===== config.mk =====
export PLATFORM = sky130hd
export DESIGN_NAME = traffic_phase_sched
export DESIGN_NICKNAME = d
export VERILOG_FILES = /design/src/rtl/traffic_phase_sched_pkg.sv /design/src/rtl/traffic_phase_sched_rr_lane_picker.sv /design/src/rtl/traffic_phase_sched.sv
export SDC_FILE = /design/constraint.sdc
export NUM_CORES = 1
export LEC_CHECK = 0
export ABC_AREA = 1
export CORE_MARGIN = 5
export CORE_UTILIZATION = 55
export CTS_BUF_LIST = sky130_fd_sc_hd__clkbuf_4 sky130_fd_sc_hd__clkbuf_8 sky130_fd_sc_hd__clkbuf_16
export DETAILED_ROUTE_END_ITERATION = 10
export PLACE_DENSITY = 0.9
export SYNTH_ARGS = -nofsm -noshare
export SYNTH_HDL_FRONTEND = slang
export SYNTH_SLANG_ARGS = --single-unit

===== constraint.sdc =====
create_clock -name clk -period 4.1 [get_ports clk]
set_input_delay 0.615 -clock clk [delete_from_list [all_inputs] [get_ports clk]]
set_output_delay 0.615 -clock clk [all_outputs]
set_load 0.02 [all_outputs]

===== src/rtl/traffic_phase_sched_pkg.sv =====
// traffic_pkg: shared types for the four-approach phase scheduler.
// Contents: state encoding, lane count, 2-bit lane type, one-hot lane helper.
package traffic_pkg;
   localparam int NUM_LANES = 4;
   typedef logic [1:0] lane_t;
   typedef enum logic [1:0] {
      S_IDLE   = 2'd0,
      S_ALLRED = 2'd1,
      S_GREEN  = 2'd2,
      S_YELLOW = 2'd3
   } state_t;
   function automatic logic [NUM_LANES-1:0] onehot(input lane_t l);
      onehot = NUM_LANES'(1) << l;
   endfunction
endpackage


===== src/rtl/traffic_phase_sched_rr_lane_picker.sv =====
// rr_lane_picker: combinational round-robin next-lane selection.
// Ports: last - lane that owned the previous phase
//        req  - per-lane request vector
//        next - first requesting lane scanning last+1, +2, +3, +0; last+1 when req is empty
module rr_lane_picker
   import traffic_pkg::*;
(
   input  lane_t                last,
   input  logic [NUM_LANES-1:0] req,
   output lane_t                next
);
   // Scan from the farthest offset down so the closest requesting lane wins.
   always_comb begin
      next = last + 2'd1;
      for (int k = NUM_LANES; k >= 1; k--)
         if (req[lane_t'(last + lane_t'(k))]) next = last + lane_t'(k);
   end
endmodule


===== src/rtl/traffic_phase_sched.sv =====
// traffic_phase_sched: round-robin four-approach phase scheduler with min/max green.
// Ports: clk, reset (sync, active-low), enable (low = orderly shutdown to all-red),
//        car_req[3:0] vehicle presence, ev_req[3:0] emergency preempt (only with
//        TRAFFIC_EV_PREEMPT_EN), green/yellow one-hot registered lamps, red = ~(green|yellow),
//        active_lane = lane owning the current or last phase.
// Macro: TRAFFIC_EV_PREEMPT_EN adds the ev_req port and emergency preemption.
module traffic_phase_sched
   import traffic_pkg::*;
#(
   parameter int GREEN_MIN = 3,
   parameter int GREEN_MAX = 6,
   parameter int YELLOW_T  = 2,
   parameter int ALLRED_T  = 1,
   parameter int CW        = 8
) (
   input  logic                 clk,
   input  logic                 reset,
   input  logic                 enable,
   input  logic [NUM_LANES-1:0] car_req,
`ifdef TRAFFIC_EV_PREEMPT_EN
   input  logic [NUM_LANES-1:0] ev_req,
`endif
   output logic [NUM_LANES-1:0] green,
   output logic [NUM_LANES-1:0] yellow,
   output logic [NUM_LANES-1:0] red,
   output lane_t                active_lane
);
   state_t               state_q, state_d;
   logic [CW-1:0]        cnt_q, cnt_d;
   logic [NUM_LANES-1:0] green_q, green_d, yellow_q, yellow_d;
   lane_t                lane_q, lane_d, pick, pick_last;
   logic [NUM_LANES-1:0] pick_req;
   logic                 ev_any, ev_own, other, go_yellow;
`ifdef TRAFFIC_EV_PREEMPT_EN
   // Emergency override reuses the picker: scanning from lane 3 yields the lowest set bit.
   assign ev_any    = |ev_req;
   assign ev_own    = ev_req[lane_q];
   assign pick_last = ev_any ? 2'd3 : lane_q;
   assign pick_req  = ev_any ? ev_req : car_req;
`else
   assign ev_any    = 1'b0;
   assign ev_own    = 1'b0;
   assign pick_last = lane_q;
   assign pick_req  = car_req;
`endif
   rr_lane_picker u_picker (
      .last (pick_last),
      .req  (pick_req),
      .next (pick)
   );
   assign other     = |(car_req & ~onehot(lane_q));
   assign go_yellow = !enable || (ev_any && !ev_own) ||
                      (!ev_own && other && ((cnt_q >= CW'(GREEN_MIN-1) && !car_req[lane_q]) ||
                                            cnt_q == CW'(GREEN_MAX-1)));
   always_comb begin
      state_d = state_q;
      lane_d  = lane_q;
      case (state_q)
         S_IDLE:   if (enable) state_d = S_ALLRED;
         S_ALLRED: if (cnt_q == CW'(ALLRED_T-1)) begin
            state_d = enable ? S_GREEN : S_IDLE;
            lane_d  = enable ? pick : lane_q;
         end
         S_GREEN:  if (go_yellow) state_d = S_YELLOW;
         S_YELLOW: if (cnt_q == CW'(YELLOW_T-1)) state_d = S_ALLRED;
         default:  state_d = S_IDLE;
      endcase
      // Counter restarts on every state change and parks at GREEN_MAX-1.
      cnt_d    = (state_d != state_q) ? '0 : (cnt_q == CW'(GREEN_MAX-1)) ? cnt_q : cnt_q + 1'b1;
      green_d  = (state_d == S_GREEN)  ? onehot(lane_d) : '0;
      yellow_d = (state_d == S_YELLOW) ? onehot(lane_d) : '0;
   end
   always_ff @(posedge clk) begin
      if (!reset) begin
         state_q  <= S_IDLE;
         cnt_q    <= '0;
         green_q  <= '0;
         yellow_q <= '0;
         lane_q   <= 2'd3;
      end else begin
         state_q  <= state_d;
         cnt_q    <= cnt_d;
         green_q  <= green_d;
         yellow_q <= yellow_d;
         lane_q   <= lane_d;
      end
   end
   assign green       = green_q;
   assign yellow      = yellow_q;
   assign red         = ~(green_q | yellow_q);
   assign active_lane = lane_q;
endmodule


==> impl_metrics.ini, run 1 <==
[status]
outcome = finished clean

[cts]
cts-buffers-inserted = 3
htree_levels = 1
ctsResizeCount = 0
clock_latency_ns = 0.31
cts_tree = yes
clk_path_buf_depth = 2
cts.sinks = 20
post-cts-setup-buffers = 0
ctsHoldBuffers = 0
clk_pin_slew_worst_paths_ns = 0.12
clock-root-buffer = clkbuf_4

[timing]
hold_viol = 0
grt_setup_unrepaired = false
tightest_slew_ns = 0.3592
setup_viol = 0
post-route-min-period_ns = 2.163
whs_ns = 0.5595
max_freq_mhz = 462.4
max-slew-margin-rel = 0.7602
drv_slew = 0
clock_skew_ns = 0.005502
setup_tns_ns = 0
finalCritPeriodShare = 0.5275

[pwr]
power_frac_comb = 0.280
cellPowerDensity_nw_per_um2 = 364.2
p_sw_frac = 0.3189
p_total_uw = 529.9
switching_power_uw = 169.0
power_frac_clock = 0.311
seqPwrFrac = 0.409
peakVddDrop_v = 0.0002137
p_int_uw = 360.9
p_leak_uw = 0.0006830

[synth]
syn_inst = 171
seq_area_frac_synth = 0.3426
yosys_warnings = 0
netlist_area_um2 = 1169
synthesis.nets = 186
syn_area_per_cell_um2 = 6.834
synth_cell_types = 26
ys_ff_latch = 20

[global_route]
globalRouteOverflowTotal = 0
grt_pass1_wl_um = 4409
grt_max_degree = 13
antenna_found_initial = 0
first_global_vias = 1121
grt_usage = 0.1689

[critical_path]
r2r_end = green[0]
worstPathCellList = clkdlybuf4s50_1
worstSetupPathType = reg2out
reg2reg_from = active_lane[1]
slowest_stage = clkdlybuf4s50_1
path_delay_family = buffers and inverters
rr_worst_depth = 12
critPathBufInv = 1
worst-r2r-setup-slack_ns = 2.07
slowest_delay_ns = 0.68
required_ns = 3.48
start_kind = flop
crit_fanout = 11
endpoint_kind = primary output
crit_cells = 1
arrival_ns = 1.55

[floorplanning]
die_w_um = 56.10
io_pins = 21
start_util = 0.5838
die_h_um = 56.10
num_rows = 16
core_area_um2 = 2002
die_area_um2 = 3147

[layout]
final_core_util = 0.7269
layout_common_cells = nand2_1 (35), nor2_1 (33), inv_1 (27)
drive_gt1_frac = 0.07179
final_common_cell = nand2_1
n_antenna_cell = 0
syn_to_final_growth_pct = 24.52
fin_area_um2 = 1455
final_nets = 211

[drt]
antenna_left = 0
wl_per_cell_um = 11.49
wl_um = 2550
vias = 1132
drt_first_pass_iters = 4
drt_iter0_drc = 27
drc_errors = 0
avgViaCountPerCell = 5.099

[place]
place_congestion = 0.9640
port_buffers = 20
dpl_cell_area_um2 = 1403
hpwl_um = 2062

[worst_hold_path]
hold_class = reg2reg
worstHoldEndpoint = cnt_q[7]
holdPathStages = 2
min-delay-start = cnt_q[7]

[run]
maxCapViolations = 0
sequential cells by signal, indices dropped and copies added, names as in the netlist:
signal	flops
cnt_q	8
green	4
yellow	4
active_lane	2
state_q	2
metal layers:
metal,part of all wire,GRT usage
met2,0.53,0.3339
met1,0.40,0.1748
met3,0.045,0.02552
met5,0,0
met4,0.022,0.06102
Yosys cell counts:
cell / count / share of area
o22ai_1: 1 / 0.0054
nor2_1: 33 / 0.11
ha_1: 8 / 0.086
inv_2: 1 / 0.0032
xor2_1: 5 / 0.037
nand4_2: 1 / 0.011
a21oi_1: 2 / 0.0086
nand4_1: 2 / 0.011
o2111a_1: 1 / 0.0096
nand2_2: 3 / 0.016
a21oi_2: 1 / 0.0075
nand3_1: 14 / 0.060
nor3b_1: 1 / 0.0064
nor4_1: 1 / 0.0054
a31oi_1: 1 / 0.0054
nand2_1: 35 / 0.11
dfxtp_1: 20 / 0.34
inv_1: 27 / 0.087
nand3_2: 2 / 0.017
xnor2_1: 1 / 0.0075
nor3_1: 2 / 0.0086
nand3b_1: 1 / 0.0064
o21ai_1: 2 / 0.0086
nor2_4: 1 / 0.0096
nor2_2: 1 / 0.0054
o21ai_0: 4 / 0.017
kinds of logic after synthesis:
family,Yosys count,share of synthesized area
XOR/XNOR,6,0.04497
adder cells (fa/ha/maj),8,0.08566
buffers and inverters,28,0.08994
AO/OA/AOI/OAI,12,0.06211
AND/OR/NAND/NOR,97,0.3747
flip-flops,20,0.3426
worst max path at each step:
stage                         startpoint              to  slack, ns
after global placement        car_req[0]       yellow[1]       1.91
after global routing      active_lane[0]       yellow[1]       1.86
after detailed placement      car_req[0]        green[0]       1.84
after CTS                 active_lane[0]  active_lane[0]       1.95
final                     active_lane[0]  active_lane[0]       1.94
after floorplan           active_lane[0]       yellow[1]       2.24
layout make-up:
type	instances	area (µm²)
multi-input combinational	123	663.1
sequential	20	400.4
timing repair buffer	20	200.2
tap	27	33.78
fill	160	546.8
clock inverter	1	30.03
inverter	28	105.1
clock buffer	3	22.52
power by group through the flow:
stage                     Clock, µW  Combinational [µW]  Sequential (µW)
after floorplan                   0                 103              223
after global placement            0                 141              220
after detailed placement          0                 146              221
after CTS                       164                 147              217
after global routing            172                 166              219
final                           165                 148              217
metrics by stage:
stage / std cells / worst slack [ns]
detailed placement: 218 / 1.845
global placement: 218 / 1.914
CTS: 222 / 1.946
finish: 222 / 1.937
floorplan: 171 / 2.235
global route: 222 / 1.860
No activity file was read; power rests on OpenSTA's default activity.
==> run 2: changes to the inputs <==
--- a/config.mk
+++ b/config.mk
@@ -7,10 +7,10 @@
 export LEC_CHECK = 0
 export ABC_AREA = 1
 export CORE_MARGIN = 5
-export CORE_UTILIZATION = 55
+export CORE_UTILIZATION = 46
 export CTS_BUF_LIST = sky130_fd_sc_hd__clkbuf_4 sky130_fd_sc_hd__clkbuf_8 sky130_fd_sc_hd__clkbuf_16
 export DETAILED_ROUTE_END_ITERATION = 10
-export PLACE_DENSITY = 0.9
+export PLACE_DENSITY = 0.81
 export SYNTH_ARGS = -nofsm -noshare
 export SYNTH_HDL_FRONTEND = slang
 export SYNTH_SLANG_ARGS = --single-unit
==> constraint.sdc (replaced) <==
create_clock -name clk -period 1.75 [get_ports clk]
set_input_delay 0.2625 -clock clk [delete_from_list [all_inputs] [get_ports clk]]
set_output_delay 0.2625 -clock clk [all_outputs]
set_load 0.02 [all_outputs]
==> impl_metrics.ini, run 2 (synthesized netlist as in run 1, its figures left out) <==
[status]
outcome = finished clean

[floorplanning]
start_util = 0.4760
core_area_um2 = 2455
num_rows = 18
die_area_um2 = 3649
die_w_um = 60.41
die_h_um = 60.41
io_pins = 21

[pwr]
seqPwrFrac = 0.418
peakVddDrop_v = 0.0006963
power_frac_clock = 0.215
p_sw_frac = 0.3488
power_frac_comb = 0.368
cellPowerDensity_nw_per_um2 = 750.9
p_total_uw = 1204
switching_power_uw = 420.1
p_int_uw = 784.3
p_leak_uw = 0.0007227

[cts]
clk_path_buf_depth = 2
clock-root-buffer = clkbuf_4
cts_tree = yes
ctsHoldBuffers = 0
cts.sinks = 20
cts-buffers-inserted = 3
htree_levels = 1
clk_pin_slew_worst_paths_ns = 0.10
clock_latency_ns = 0.29

[global_route]
antenna_found_initial = 0
grt_max_degree = 12
grt_usage = 0.1567
first_global_vias = 1146
grt_pass1_wl_um = 4471
globalRouteOverflowTotal = 0

[critical_path]
crit_start = active_lane[0]
required_ns = 1.49
worstSetupPathType = reg2out
start_kind = flop
r2r_end = yellow[2]
rr_worst_depth = 11
arrival_ns = 1.42
endpoint_kind = primary output
crit_fanout = 10
worst-r2r-setup-slack_ns = 0.06
reg2reg_from = active_lane[0]

[timing]
finalCritPeriodShare = 0.9639
setup_tns_ns = 0
hold_viol = 0
tightest_slew_ns = 0.3023
max-slew-margin-rel = 0.7966
drv_slew = 0
post-route-min-period_ns = 1.687
grt_setup_unrepaired = true
max_freq_mhz = 592.8
setup_ws_ns = 0.06317
setup_viol = 0
clock_skew_ns = 0.0008346

[layout]
layout_common_cells = nand2_1 (29), nor2_1 (26), inv_1 (24)
drive_gt1_frac = 0.2327
multi_input_area_um2 = 763.2
regArea_um2 = 409.1
n_antenna_cell = 0
syn_to_final_growth_pct = 37.26
top_register = cnt_q
fillers = 210
final_core_util = 0.6534
final_nets = 218
final_common_cell = nand2_1
fin_cells = 232
largest_reg_flops = 8

[worst_hold_path]
min-delay-start = cnt_q[7]
hold_class = reg2reg
holdPathStages = 2
worstHoldEndpoint = cnt_q[7]

[place]
hpwl_um = 2107
dp.cells = 225
pre_cts_slack_ns = -0.1564
place_congestion = 0.9256
port_buffers = 20

[drt]
drt_first_pass_iters = 4
wl_per_cell_um = 12.30
avgViaCountPerCell = 5.056
drt_iter0_drc = 28
vias = 1173
wl_um = 2854
antenna_left = 0
drc_errors = 0

[run]
maxCapViolations = 0
[run 2: cell count changes in the layout (fill, tap and decap cells not counted), sizes merged]
cell    previous run  this run
buf                0         7
bufinv             1         0
clkbuf             3         4
[run 2: final cells by class]
type / instances / area share
inverters: 28 / 0.06552
multi-input cells: 123 / 0.4758
flip-flops and latches: 20 / 0.2551
well taps: 30 / 0.02340
repair buffers: 27 / 0.1576
clock buffers: 4 / 0.02262
[run 2: how the worst max path moves through the flow]
stage                     end  slack, ns
6_report       active_lane[0]       0.06
5_1_grt              green[0]      -0.04
4_1_cts              cnt_q[4]       0.02
3_5_place_dp        yellow[2]      -0.16
3_3_place_gp        yellow[2]      -0.06
2_1_floorplan       yellow[1]       0.04
[run 2: what timing repair did]
item                       CTS  global route
setup endpoints to repair    1            17
resized for setup            1            30
hold endpoints to repair     0             0
pin swaps                    0             7
buffers inserted             0             3
[run 2: metrics by stage]
| step | hold slack [ns] | area [µm²] |
|---|---|---|
| finish | 0.5956 | 1604 |
| global route | 0.6218 | 1604 |
| CTS | 0.5667 | 1488 |
| detailed placement | 0.5373 | 1439 |
| global placement | 0.5186 | 1439 |
| floorplan | 0.3314 | 1171 |
[run 2: power groups by stage]
stage	combinational [µW]	sequential (µW)	clock [µW]
after floorplan	242	523	0
after global placement	348	509	0
after detailed placement	366	511	0
after CTS	373	501	272
after global routing	491	506	297
final	443	503	259
[run 2: per-layer routing]
| metal | up-vias | share of wire | track usage | wire length [µm] |
|---|---|---|---|---|
| li1 | 602 | - | - | - |
| met1 | 533 | 0.39 | 0.1641 | 1099 |
| met2 | 36 | 0.56 | 0.3071 | 1589 |
| met3 | 2 | 0.055 | 0.04255 | 158 |
| met4 | 0 | 0.0021 | 0.03481 | 6 |
| met5 | - | 0 | 0 | 0 |
[run 2: worst max-delay path, cell delays in order (launching register included)]
cell             delay [ns]
dfxtp_2                0.35
buf_4                  0.16
clkdlybuf4s50_1        0.62
